File: config.mk
export PLATFORM = sky130hd
export DESIGN_NAME = seg_scan_ctrl
export DESIGN_NICKNAME = d
export VERILOG_FILES = /design/src/rtl/seg_scan_ctrl.sv
export SDC_FILE = /design/constraint.sdc
export NUM_CORES = 1
export LEC_CHECK = 0
export ABC_CLOCK_PERIOD_IN_PS = 4400
export BUFFER_PORTS_ARGS = -buffer_cell sky130_fd_sc_hd__clkbuf_2
export CORE_MARGIN = 2
export CORE_UTILIZATION = 59
export DETAILED_ROUTE_END_ITERATION = 8
export GPL_TIMING_DRIVEN = 1
export PLACE_DENSITY = 0.78
export SLEW_MARGIN = 30
export SYNTH_ARGS = -nofsm -noshare
export SYNTH_HDL_FRONTEND = slang
export SYNTH_SLANG_ARGS = --single-unit
export TNS_END_PERCENT = 1
File: constraint.sdc
create_clock -name clk -period 4.4 [get_ports clk]
set_input_delay 0.22 -clock clk [delete_from_list [all_inputs] [get_ports clk]]
set_output_delay 0.22 -clock clk [all_outputs]
set_load 0.05 [all_outputs]
File: src/rtl/seg_scan_ctrl.sv
// Multiplexed hex-digit scanner: one digit per slot, guard-blanked anodes,
// frame-synchronous display update and optional leading-zero blanking.
//
// state   | meaning
// S_GUARD | first GUARD cycles of a slot, all anodes off
// S_DRIVE | rest of the slot, anode of the current digit on (unless blanked)
module seg_scan_ctrl #(
    parameter int NUM_DIGITS = 8,
    parameter int SCAN_DIV   = 50000,
    parameter int GUARD      = 2
) (
    input  logic                          clk,
    input  logic                          rst_n,
    input  logic [4*NUM_DIGITS-1:0]       value,
    input  logic                          load,
    input  logic                          blank_lz,
    output logic [3:0]                    digit,
    output logic [NUM_DIGITS-1:0]         an,
    output logic [$clog2(NUM_DIGITS)-1:0] idx,
    output logic                          frame_start
);

    localparam int PW = $clog2(SCAN_DIV);
    localparam int IW = $clog2(NUM_DIGITS);
    localparam logic [PW-1:0] PCNT_LAST = PW'(SCAN_DIV - 1);
    localparam logic [IW-1:0] IDX_LAST  = IW'(NUM_DIGITS - 1);
    localparam logic [PW-1:0] GUARD_END = PW'(GUARD);

    typedef enum logic {S_GUARD, S_DRIVE} state_t;

    state_t                  state, state_next;
    logic                    run;
    logic [PW-1:0]           pcnt, pcnt_next;
    logic [IW-1:0]           idx_next;
    logic [4*NUM_DIGITS-1:0] shadow, disp, disp_next;
    logic                    blank, blank_next, blank_sel;
    logic                    slot_start, frame_wrap;
    logic [NUM_DIGITS-1:0]   zero_above, an_sel, an_next;
    logic [3:0]              digit_next;

    // The first edge after reset opens slot 0 without advancing the prescaler.
    always_comb begin
        pcnt_next  = pcnt;
        idx_next   = idx;
        slot_start = !run || (pcnt == PCNT_LAST);
        if (run && pcnt == PCNT_LAST) begin
            pcnt_next = '0;
            idx_next  = (idx == IDX_LAST) ? '0 : idx + 1'b1;
        end else if (run) begin
            pcnt_next = pcnt + 1'b1;
        end
        frame_wrap = slot_start && (idx_next == '0);

        disp_next = disp;
        if (frame_wrap) begin
            disp_next = load ? value : shadow;
        end

        zero_above = '0;
        zero_above[NUM_DIGITS-1] = (disp_next[4*NUM_DIGITS-1 -: 4] == 4'h0);
        for (int k = NUM_DIGITS - 2; k >= 0; k--) begin
            zero_above[k] = (disp_next[4*k +: 4] == 4'h0) && zero_above[k+1];
        end

        digit_next = '0;
        an_sel     = '1;
        blank_sel  = 1'b0;
        for (int k = 0; k < NUM_DIGITS; k++) begin
            if (idx_next == IW'(k)) begin
                digit_next = disp_next[4*k +: 4];
                an_sel[k]  = 1'b0;
                blank_sel  = (k != 0) && zero_above[k];
            end
        end

        blank_next = blank;
        if (slot_start) begin
            blank_next = blank_lz && blank_sel;
        end

        state_next = state;
        case (state)
            S_GUARD: if (pcnt_next >= GUARD_END) state_next = S_DRIVE;
            S_DRIVE: if (slot_start) state_next = S_GUARD;
            default: state_next = S_GUARD;
        endcase

        an_next = (state_next == S_DRIVE && !blank_next) ? an_sel : '1;
    end

    always_ff @(posedge clk or negedge rst_n) begin
        if (!rst_n) begin
            state       <= S_GUARD;
            run         <= 1'b0;
            pcnt        <= '0;
            idx         <= '0;
            shadow      <= '0;
            disp        <= '0;
            blank       <= 1'b0;
            digit       <= '0;
            an          <= '1;
            frame_start <= 1'b0;
        end else begin
            state       <= state_next;
            run         <= 1'b1;
            pcnt        <= pcnt_next;
            idx         <= idx_next;
            if (load) begin
                shadow <= value;
            end
            disp        <= disp_next;
            blank       <= blank_next;
            digit       <= digit_next;
            an          <= an_next;
            frame_start <= frame_wrap;
        end
    end

endmodule

==> results, run 1 <==
- The synthesized netlist occupies a cell area of ~4900 µm².
- The post-route total power is about 2.0 mW.
- The most frequent cell on the critical path is sky130_fd_sc_hd__buf_4.
- The number of endpoints with negative hold slack in the final report was 0.
- The via count of the first global-routing pass is 3,735.
- The initial DRC count is between 200 and 250.
- The measured slew at the worst slew-check pin is between 900 and 1000 ps.
- After global routing, the most crowded layer is met2.
- The height of the die is roughly 96 µm.
- The chip width is roughly 96 µm.
- The fraction of layout cells with a size suffix above 1 is between 20% and 30%.
- In the final timing run, aggregate negative setup slack is 0 ps.
- The net count of the finished layout is about 550.
- Summed over all layers, the routed wires come to between 10 and 15 mm.
- The maximum buffer depth of the clock tree is 2.
- The worst hold-check slack is just over 90 ps.
- After clock tree synthesis, the repair step resized 0 gates.
- The number of enable flip-flop cells after synthesis is 0.
- Of all flip-flops after synthesis, the portion carrying an async set or reset was 100.0%.
- The standard cell area after detailed placement is between 5000 and 6000 µm².
- The TritonCTS buffer count is 9.
- The clock sink total is between 90 and 100.
- On the critical path, the stage with the largest delay is an instance of sky130_fd_sc_hd__or4b_4.
- The clock tree root buffer cell is sky130_fd_sc_hd__clkbuf_8.
- The highest clock frequency the design can meet is a little under 300 MHz.
- The number of H-tree levels is 3.
- TritonCTS built the clock tree.
- The minimum clock period after layout is between 3000 and 4000 ps.
- The number of nets with antenna violations after detailed routing is 0.
- Setup repair after global routing left no endpoint under its margin.
- The worst setup path is captured at a flop.
- The HPWL after detailed placement is 8.457 mm.
- The finished layout cell area is between 5000 and 6000 µm².
- The placeable core region is 8175 µm².
- Clock-pin slew was measured on the worst setup and hold paths at ~110 ps.
- Dividing the detail-routed wire length by the instance count gives 18.61 µm.
- In this run the count of I/O pins placed on the die edge is 52.
- Global routing used under 10% of the available met3 tracks.
- The clock latency on the worst-skew pair is 370 ps.
- On the worst path, the slowest cell contributes a delay of 600 ps.
- The cell count after synthesis came out at between 400 and 500.
- Among all flip-flop cells after synthesis, the most frequent one is sky130_fd_sc_hd__dfrtp_1.
- In this run the mean area of a mapped cell was roughly 11 µm².
- The total setup violations reported at the end of the flow is 0.
- The overall global routing resource usage is between 20% and 30%.
- At the end of routability-driven placement, the weighted congestion stood at 0.9040.
- Data on the critical path is required at its endpoint by about 4700 ps.
- Input and output buffers added on the ports amount to a little over 50.
- In the routed layout, each cell is associated on average with a via count of 6.078.
- The global route total overflow is 0.
- The number of DRC violations after detailed routing is 0.
- The critical path data arrival time is ~3700 ps.
- The launching element type of the critical path is a flop.
- The run finished with clean final reports.
- The number of max-slew violations in the final report is 0.
- The diode insertion count for antenna repair is 0.
- The leakage dissipation is 2.361 nW.
- The final cycle utilization of the critical path is about four fifths.
- The number of detailed-route iterations in the first pass is 4.
- The synthesized design contains 99 register bits.
- Along the worst path, the maximum fanout reaches 28.
- The first global-routing pass estimated around 19 mm of wire.
- The tool flagged a number of max-cap violations equal to 0.
- For this run, global-route usage on met2 was measured as between 40% and 50%.
- The initial antenna violation count is 0.
- The class of the most critical setup path is reg -> reg.
- The min-delay analysis places its worst path in the category in -> reg.
- The number of core rows is 33.
- The layout overhead on the synthesized area is 10.89%.
- The initial utilization of the core area, before any placement, comes to 60.45%.
- The count of different cell masters after synthesis is 67.
- Clock skew on the completed layout was measured at between 15 and 20 ps.
- The net count after synthesis is around 500.
- Sequential cells were found to cover between 50 and 60% of the synthesized design area.
- In the global route stage, met1 resource usage came out at between 30% and 40%.
- The die footprint is approximately 9100 µm².
- The maximum number of pins on one net before global-route repair is 65.
- For this design the ratio of total power to cell area is between 300 and 400 nW/µm².
- The maximum vdd drop is 0.2141 mV.
- The routed layout has 3,750 vias.
- The worst max-slew margin expressed relative to the limit is between 30% and 40%.
- The critical path goes through or4b_4 -> nor4_4 -> buf_4 -> mux2i_1 -> buf_4 -> nand2_1 -> inv_2 -> mux2_4 -> a211o_1 -> o2111a_1.
- The yosys synthesis warning count is 0.
flip-flops by register name (all words and copies together), names as in the netlist, 3 cells and up:
signal / flops
disp: 32
idx: 3
shadow: 32
pcnt: 16
an: 8
digit: 4
cell type report:
class                           instances  area (µm²)
Fill cell                             662        2695
Sequential cell                        99        2487
Multi-Input combinational cell        318        2300
Timing Repair Buffer                   58       312.8
Clock buffer                           11       131.4
Tap cell                              105       131.4
Inverter                               21       78.83
Clock inverter                          5       38.79
repair_timing:
action / CTS / global route
hold buffers: 1 / 0
setup buffers: 0 / 0
hold endpoints to repair: 55 / 0
power breakdown:
group | leakage [nW] | switching [mW] | internal [mW]
combinational | 1.10 | 0.187 | 0.137
sequential | 1.19 | 0.0927 | 1.02
clock | 0.0722 | 0.330 | 0.208
total | 2.36 | 0.610 | 1.36
worst max-delay path: cells and delay by family, from the launching register on:
kind | cells | cell delay, ps
flops | 1 | 460
compound gates | 2 | 420
buf+inv | 3 | 900
mux | 2 | 590
simple gates | 3 | 960
per-layer routing:
layer  wire [µm]  vias up
li1            -     1761
met1        5371     1855
met2        5356      116
met3         529       18
met4         223        0
met5           0        -
through the flow:
step                      instances  setup WS [ps]  util, %
final                           617          935.4    67.03
after detailed placement        600          969.9    64.83
after CTS                       617          937.5    67.03
after floorplan                 459           1208        -
after global placement          600           1049    64.83
after global routing            617          769.6    67.03
path summary, 6_finish.rpt:
kind | from | end | slack, ps | cells past startpoint
setup / recovery | pcnt[10] | digit[3] | 940 | 10
hold / removal | value[4] | shadow[4] | 90 | 2
setup reg to reg | pcnt[10] | digit[3] | 940 | 10
hold reg to reg | disp[3] | disp[3] | 490 | 2
max in group asynchronous | rst_n | disp[10] | 2930 | 3
min in group asynchronous | rst_n | shadow[29] | 480 | 2
cell usage in the layout (no fill, tap or decap), types with 6 or more instances in the layout:
cell type and count:
sky130_fd_sc_hd__buf_4 7, sky130_fd_sc_hd__mux2i_1 25, sky130_fd_sc_hd__nor3_1 7, sky130_fd_sc_hd__xnor2_1 9, sky130_fd_sc_hd__nand2_1 41, sky130_fd_sc_hd__inv_1 19
sky130_fd_sc_hd__nand3_1 17, sky130_fd_sc_hd__dfstp_2 8, sky130_fd_sc_hd__clkbuf_2 50, sky130_fd_sc_hd__o21ai_0 19, sky130_fd_sc_hd__mux2_2 35, sky130_fd_sc_hd__clkbuf_8 9
sky130_fd_sc_hd__nor4_1 15, sky130_fd_sc_hd__a21oi_1 8, sky130_fd_sc_hd__xor2_1 6, sky130_fd_sc_hd__nor2_1 27, sky130_fd_sc_hd__dfrtp_1 91
synth_stat cells (all sizes together), types with 7 or more instances:
cell type	n	area share, %
a21oi	8	0.81
buf	7	0.63
clkbuf	14	1.1
dfrtp	91	46
dfstp	8	4.3
inv	21	1.6
mux2	42	9.8
mux2i	26	5.3
nand2	41	3.1
nand3	17	1.7
nor2	27	2.1
nor3	8	1.0
nor4	16	2.3
o21ai	21	2.1
xnor2	9	1.6
logic make-up after synthesis:
kind of cell	Yosys count	share of synthesized area (%)
adder cells (fa/ha/maj)	3	0.7596
AO/OA/AOI/OAI	72	9.924
XOR/XNOR	15	2.658
AND/OR/NAND/NOR	159	17.82
multiplexers	68	15.14
buffers and inverters	42	3.291
flip-flops	99	50.33
other	1	0.07588
(Power assumes the default switching activity.)
==> run 2, diff against run 1 <==
--- a/config.mk
+++ b/config.mk
@@ -5,7 +5,7 @@
 export SDC_FILE = /design/constraint.sdc
 export NUM_CORES = 1
 export LEC_CHECK = 0
-export ABC_CLOCK_PERIOD_IN_PS = 4400
+export ABC_CLOCK_PERIOD_IN_PS = 3580
 export BUFFER_PORTS_ARGS = -buffer_cell sky130_fd_sc_hd__clkbuf_2
 export CORE_MARGIN = 2
 export CORE_UTILIZATION = 59
==> constraint.sdc (replaced) <==
create_clock -name clk -period 3.58 [get_ports clk]
set_input_delay 0.179 -clock clk [delete_from_list [all_inputs] [get_ports clk]]
set_output_delay 0.179 -clock clk [all_outputs]
set_load 0.05 [all_outputs]
==> run 2 against run 1 <==
Against the previous run: non-clock buffer count increased by 11; largest cell class unchanged; combinational power increased by 26%; flip-flop and latch count unchanged; die area unchanged; total power increased by 31%; first-iteration DRC count decreased by 3.1%; largest power group unchanged; final cell count increased by 1.8%; via count about the same; design area increased by 2.6%; clock skew decreased by 3.5 ps; sequential power increased by 23%.
==> results, run 2 (synthesized netlist as in run 1, its figures left out) <==
- The run finished with clean final reports.
- The number of endpoints with negative hold slack in the final report came to 0.
- The worst setup path is launched from a flop.
- The launching element of the worst setup path is pcnt[10].
- The total setup violations reported at the end of the flow is 0.
- 52 I/O pins were placed.
- The floorplan step defined a die boundary enclosing slightly above 9000 µm².
- Wires add up to between 10 and 15 mm.
- The number of detailed-route iterations in the first pass is 5.
- In the layout the commonest cells are 91 x sky130_fd_sc_hd__dfrtp_1, 50 x sky130_fd_sc_hd__clkbuf_2, 41 x sky130_fd_sc_hd__nand2_1.
- The final cycle utilization of the critical path is a little over nine tenths.
- Dividing total power by cell area gives a power density of ~460 nW/µm².
- In this run the worst path has a maximum fanout of 7.
- Once detailed placement completed, the half-perimeter wirelength came to around 8.7 mm.
- The launch point of the worst reg-to-reg path is pcnt[10].
- The count of instances resized after the clock tree is built is 0.
- The number of cells on the worst reg-to-reg path is 8.
- The maximum buffer depth of the clock tree is 2.
- The number of core rows is 33.
- The congestion estimate from routability-driven global placement came to between 0.8 and 0.9.
- The post-route total power is between 2 and 3 mW.
- For this run the aggregate overflow at the end of global routing stands at 0.
- The initial antenna violation count was 0.
- For the pin with the worst max-slew slack, the measured transition is 676.6 ps.
- The clock tree root buffer cell is sky130_fd_sc_hd__clkbuf_8.
- The count of buffers inserted at the top-level ports is 51.
- For this run, global-route usage on met1 was measured as between 30% and 40%.
- The worst reg2reg path endpoint is an[6].
- The number of nets with antenna violations after detailed routing is 0.
- Clock skew on the completed layout was measured at between 15 and 20 ps.
- Post-CTS timing repair inserted 0 buffers for setup.
- The layout overhead on the synthesized area is 13.77%.
- The critical path data arrival time is ~3700 ps.
- The overall global routing resource usage is 27.91%.
- The starting utilization of the core area is approximately three fifths.
- The most common cell after layout, fill and taps aside is sky130_fd_sc_hd__dfrtp_1.
- The chip width is about 96 µm.
- The maximum vdd drop is ~0.26 mV.
- For this design the static power due to leakage is around 2.5 nW.
- The global-route wire length before repair is roughly 20 mm.
- Setup repair after global routing left no endpoint under its margin.
- The H-tree was split into 3 levels.
- The number of DRC violations after detailed routing is 0.
- The capture point of the worst path is an[6].
- Static timing analysis puts the maximum clock frequency at approximately 300 MHz.
- The initial DRC count is between 200 and 250.
- The largest registers in the layout are disp (32), shadow (32), pcnt (16).
- For this run, the post-layout net count is between 500 and 600.
- In this run, CTS created clock tree buffers numbering 9.
- The tool flagged a number of max-cap violations equal to 0.
- met2 is the most crowded layer.
- The fraction of layout cells with a size suffix above 1 is between 20% and 30%.
- The height of the die is between 90 and 100 µm.
- STA classifies the critical path endpoint as a flop.
- The fraction of met3 tracks used by global routing is under 10%.
- The reg2reg setup slack is 170 ps.
- Measured against its own limit, the worst slew margin works out to between 50% and 60%.
- Buffers inserted to repair hold after CTS numbered 1.
- The number of max-slew violations in the final report is 0.
- Entering global routing, the biggest net connects 73 pins.
- The slowest cell on the critical path is sky130_fd_sc_hd__or4_1.
- The clock latency on the worst-skew pair is 360 ps.
- The repair_antennas step left the layout with diodes totalling 0.
- The total area inside the core boundary comes to about 8200 µm².
- The required time at the endpoint of the critical path is about 3800 ps.
- In the final routed layout, each cell accounts on average for around 18 µm.
- TritonCTS built the clock tree.
- Clock-pin slew was measured on the worst setup and hold paths at about 100 ps.
- The class of the most critical setup path is reg -> reg.
- The layout has 635 filler cells.
- The signal on the critical path passes through or4b_4 -> or4_1 -> mux2i_2 -> inv_1 -> o2111ai_1 -> a31oi_1 -> nor3_1 -> nand3_1.
- The final total negative setup slack is 0 ps.
- In the routed layout, each cell is associated on average with a via count of approximately 6.
- The delay of the slowest critical-path stage is 640 ps.
- The clock drives 99 sinks.
- The minimum clock period after layout is approximately 3400 ps.
- Global routing consumed, on the met2 layer, ~45% of the routing resources.
- The via count of the first global-routing pass is approximately 3,800.
- The type of the most critical hold path is in -> reg.
- The via count is between 3,000 and 4,000.
-- run 2: changes by cell type in the layout (fill, tap and decap cells not counted), sizes merged --
cell and change:
buf +11, clkinvlp -3, bufinv +2, clkinv +1
-- run 2: report_power, final --
part	internal, mW	switching, mW
Combinational	0.175	0.233
Clock	0.417	0.393
Sequential	1.25	0.110
-- run 2: per-layer routing --
layer / wire length (µm) / part of all wire [%] / vias up
met3: 553 / 4.8 / 14
met4: 130 / 1.1 / 0
met1: 5200 / 45 / 1856
met5: 0 / 0 / -
li1: - / - / 1783
met2: 5699 / 49 / 99
-- run 2: cell type report --
type	instances	area (µm²)	share of cell area, %
clock buffers	11	141.4	2.514
repair buffers	69	399.1	7.098
inverters	21	78.83	1.402
multi-input cells	318	2300	40.90
clock inverters	5	85.08	1.513
flip-flops and latches	99	2487	44.24
well taps	105	131.4	2.336
-- run 2: how the worst min path moves through the flow --
stage / cells after the start / slack [ps] / startpoint / to
finish: 2 / 60 / value[4] / shadow[4]
global route: 2 / 60 / value[6] / shadow[6]
CTS: 2 / 50 / value[4] / shadow[4]
detailed placement: 1 / 350 / rst_n / shadow[30]
global placement: 1 / 350 / rst_n / shadow[30]
floorplan: 0 / -120 / rst_n / blank
-- run 2: through the flow --
stage,area (µm²),cells,util [%],setup WS [ps],hold WS (ps)
5_1_grt,5623,628,68.78,49.22,60.62
3_3_place_gp,5383,611,65.84,270.0,349.6
2_1_floorplan,4942,459,-,387.8,-116.6
6_report,5623,628,68.78,174.3,63.12
4_1_cts,5619,628,68.73,212.9,52.76
3_5_place_dp,5383,611,65.84,243.7,350.9
-- run 2: worst max-delay path: cells and delay by family (launching register included) --
kind | cells | cell delay, ps
compound gates | 2 | 260
buf+inv | 1 | 170
mux | 1 | 480
simple gates | 4 | 1950
flops | 1 | 460
==> run 3, diff against run 2 <==
--- a/config.mk
+++ b/config.mk
@@ -7,8 +7,10 @@
 export LEC_CHECK = 0
 export ABC_CLOCK_PERIOD_IN_PS = 3580
 export BUFFER_PORTS_ARGS = -buffer_cell sky130_fd_sc_hd__clkbuf_2
+export CORE_ASPECT_RATIO = 1.1
 export CORE_MARGIN = 2
 export CORE_UTILIZATION = 59
+export CTS_CLUSTER_SIZE = 16
 export DETAILED_ROUTE_END_ITERATION = 8
 export GPL_TIMING_DRIVEN = 1
 export PLACE_DENSITY = 0.78
==> run 3 against run 2 <==
Against the previous run: count of clock-buffer cells in the layout shrank 1; critical path depth is the same; fmax grew 4.7%; final cell count grew 0.48%; die area is essentially flat.
==> results, run 3 (synthesized netlist as in run 1, its figures left out) <==
- The die is ~100 µm tall.
- The weighted congestion reported at the end of routability-driven placement is around 1.
- The maximum net fanout on the critical path is 7.
- Across the run, the number of max-cap violations was 0.
- The number of post-CTS setup repair buffers is 0.
- The diode insertion count for antenna repair is 0.
- From synthesis to final layout, the design area changed by 13.52%.
- The mean number of vias per cell is 6.041.
- The clock transition time at the flip-flop clock pins of the worst setup and hold paths is ~100 ps.
- The via count of the first global-routing pass came to 3,845.
- The TritonCTS buffer count is 9.
- The I/O pin count is between 50 and 60.
- The clock tree from TritonCTS is done.
- For this run, the detailed router's first-pass iteration total came to 5.
- Cells fill between 60% and 70% of the core in the end.
- The fraction of layout cells with a size suffix above 1 is approximately a quarter.
- The maximum buffer depth of the clock tree is 2.
- The class of the most critical setup path is reg -> reg.
- After clock tree synthesis, the repair step resized 0 gates.
- The count of nets left with antenna violations once routing finished came out at 0.
- The initial DRC count is around 280.
- The total wirelength of the detailed-routed design is 11.91 mm.
- The placeable core region is between 8000 and 9000 µm².
- The clock drives 99 sinks.
- The number of max-slew violations in the final report is 0.
- The endpoint kind of the worst setup timing path is a flop.
- The net count of the finished layout is 555.
- The analysis attributes to cell leakage a power of 2.443 nW.
- The count of buffering cells on the critical path with inverters included is 1.
- The measured slew at the worst slew-check pin is 733.7 ps.
- The die footprint is between 9000 and 10,000 µm².
- Walking the worst path, the cells encountered are or4b_4 -> nor4_4 -> buf_4 -> mux2_2 -> a21o_1 -> a221o_1 -> a211oi_1 -> o21ai_1.
- IR analysis of the VDD net gives a maximum drop of approximately 0.31 mV.
- Leaving out fill and tap cells, the most frequent cell in the layout is sky130_fd_sc_hd__dfrtp_1.
- The count of buffers inserted at the top-level ports is 51.
- The launching element type of the critical path is a flop.
- The HPWL after detailed placement is around 8.8 mm.
- Clock tree synthesis selected as its root buffer the cell sky130_fd_sc_hd__clkbuf_8.
- The highest clock frequency the design can meet is about 310 MHz.
- The clock reaches the later pin of the worst-skew pair after 360 ps.
- The slowest cell on the critical path is sky130_fd_sc_hd__or4b_4.
- After routing, the total negative slack on setup checks comes to 0 ps.
- The run finished with clean final reports.
- The global-route wire length before repair is 19.55 mm.
- Leaving out fill and tap cells, the most frequent cells in the layout are 91 x sky130_fd_sc_hd__dfrtp_1, 50 x sky130_fd_sc_hd__clkbuf_2, 41 x sky130_fd_sc_hd__nand2_1.
- The initial antenna violation count came to 0.
- The overall global routing resource usage is 27.40%.
- The H-tree generated during clock tree synthesis spans 3 levels.
- The via count is 3,812.
- For flop-to-flop paths, the worst setup slack is 330 ps.
- Measured along the x axis, the die boundary spans roughly 91 µm.
- The delay of the slowest critical-path stage is just over 600 ps.
- The path class of the tightest hold or removal check is in -> reg.
- The number of core rows is 35.
- For the worst setup path, the data arrival time is 3470 ps.
- The global route total overflow is 0.
- The minimum clock period after layout is ~3300 ps.
- For the worst setup path, the data required time is around 3800 ps.
- The total setup violations reported at the end of the flow is 0.
- Across the routed clock network, the largest skew measured is ~22 ps.
- Measured against its own limit, the worst slew margin works out to 50.63%.
- Setup repair after global routing left no endpoint under its margin.
- The starting utilization of the core area is approximately three fifths.
- The number of endpoints with negative hold slack in the final report was 0.
- For this design the ratio of total power to cell area is 454.7 nW/µm².
- The final cycle utilization of the critical path is 90.89%.
- After detailed routing, the number of remaining DRC violations is 0.
- The largest registers in the layout are disp (32), shadow (32), pcnt (16).
- The routed length per placed instance is about 19 µm.
- Across all hold checks on the routed design, the worst slack comes to roughly 75 ps.
- Among cell families on the critical path, the largest total delay comes from simple AND/OR/NAND/NOR gates.
- The maximum number of pins on one net before global-route repair is 46.
## run 3: cell count changes in the layout (fill, tap and decap cells not counted), sizes merged
| cell | before | now |
|---|---|---|
| buf | 18 | 16 |
| clkbuf | 61 | 60 |
| clkinv | 1 | 0 |
| inv | 22 | 23 |
## run 3: worst paths after layout
check / startpoint / to / depth (start not counted)
worst max-delay path: pcnt[10] / digit[1] / 8
worst min-delay path: value[9] / shadow[9] / 3
worst max register to register: pcnt[10] / digit[1] / 8
worst min register to register: disp[3] / disp[3] / 2
max in group asynchronous: rst_n / disp[19] / 3
min in group asynchronous: rst_n / pcnt[13] / 2
## run 3: report_power, final
group          switching, mW  internal (mW)  leakage (nW)
combinational          0.234          0.172          1.15
clock                  0.388          0.396         0.103
sequential             0.113           1.25          1.19
## run 3: worst min-delay path: cells and delay by family
| family | cells | cell delay, ps |
|---|---|---|
| buf+inv | 2 | 140 |
| mux | 1 | 90 |
## run 3: routing by layer
| layer | global-route usage, % | vias up | wire, µm |
|---|---|---|---|
| li1 | - | 1780 | - |
| met1 | 35.94 | 1886 | 5039 |
| met2 | 46.38 | 120 | 5962 |
| met3 | 4.580 | 26 | 562 |
| met4 | 10.14 | 0 | 345 |
| met5 | 0 | - | 0 |
## run 3: final cells by class
class,instances,area (µm²)
Inverter,21,78.83
Fill cell,630,2666
Multi-Input combinational cell,318,2300
Sequential cell,99,2487
Tap cell,111,138.9
Clock inverter,5,85.08
Timing Repair Buffer,67,392.9
Clock buffer,10,127.6
## run 3: what timing repair did
action                     in CTS  in global routing
hold endpoints to repair       18                  0
hold buffers                    1                  0
setup endpoints to repair       0                  0
## run 3: through the flow
step	std cells	power, mW	cell area [µm²]	worst slack [ps]
5_1_grt	631	2.666	5610	239.4
3_5_place_dp	615	1.785	5388	439.3
2_1_floorplan	459	1.626	4942	387.8
6_report	631	2.551	5610	326.3
4_1_cts	631	2.564	5610	405.8
3_3_place_gp	615	1.764	5388	481.3
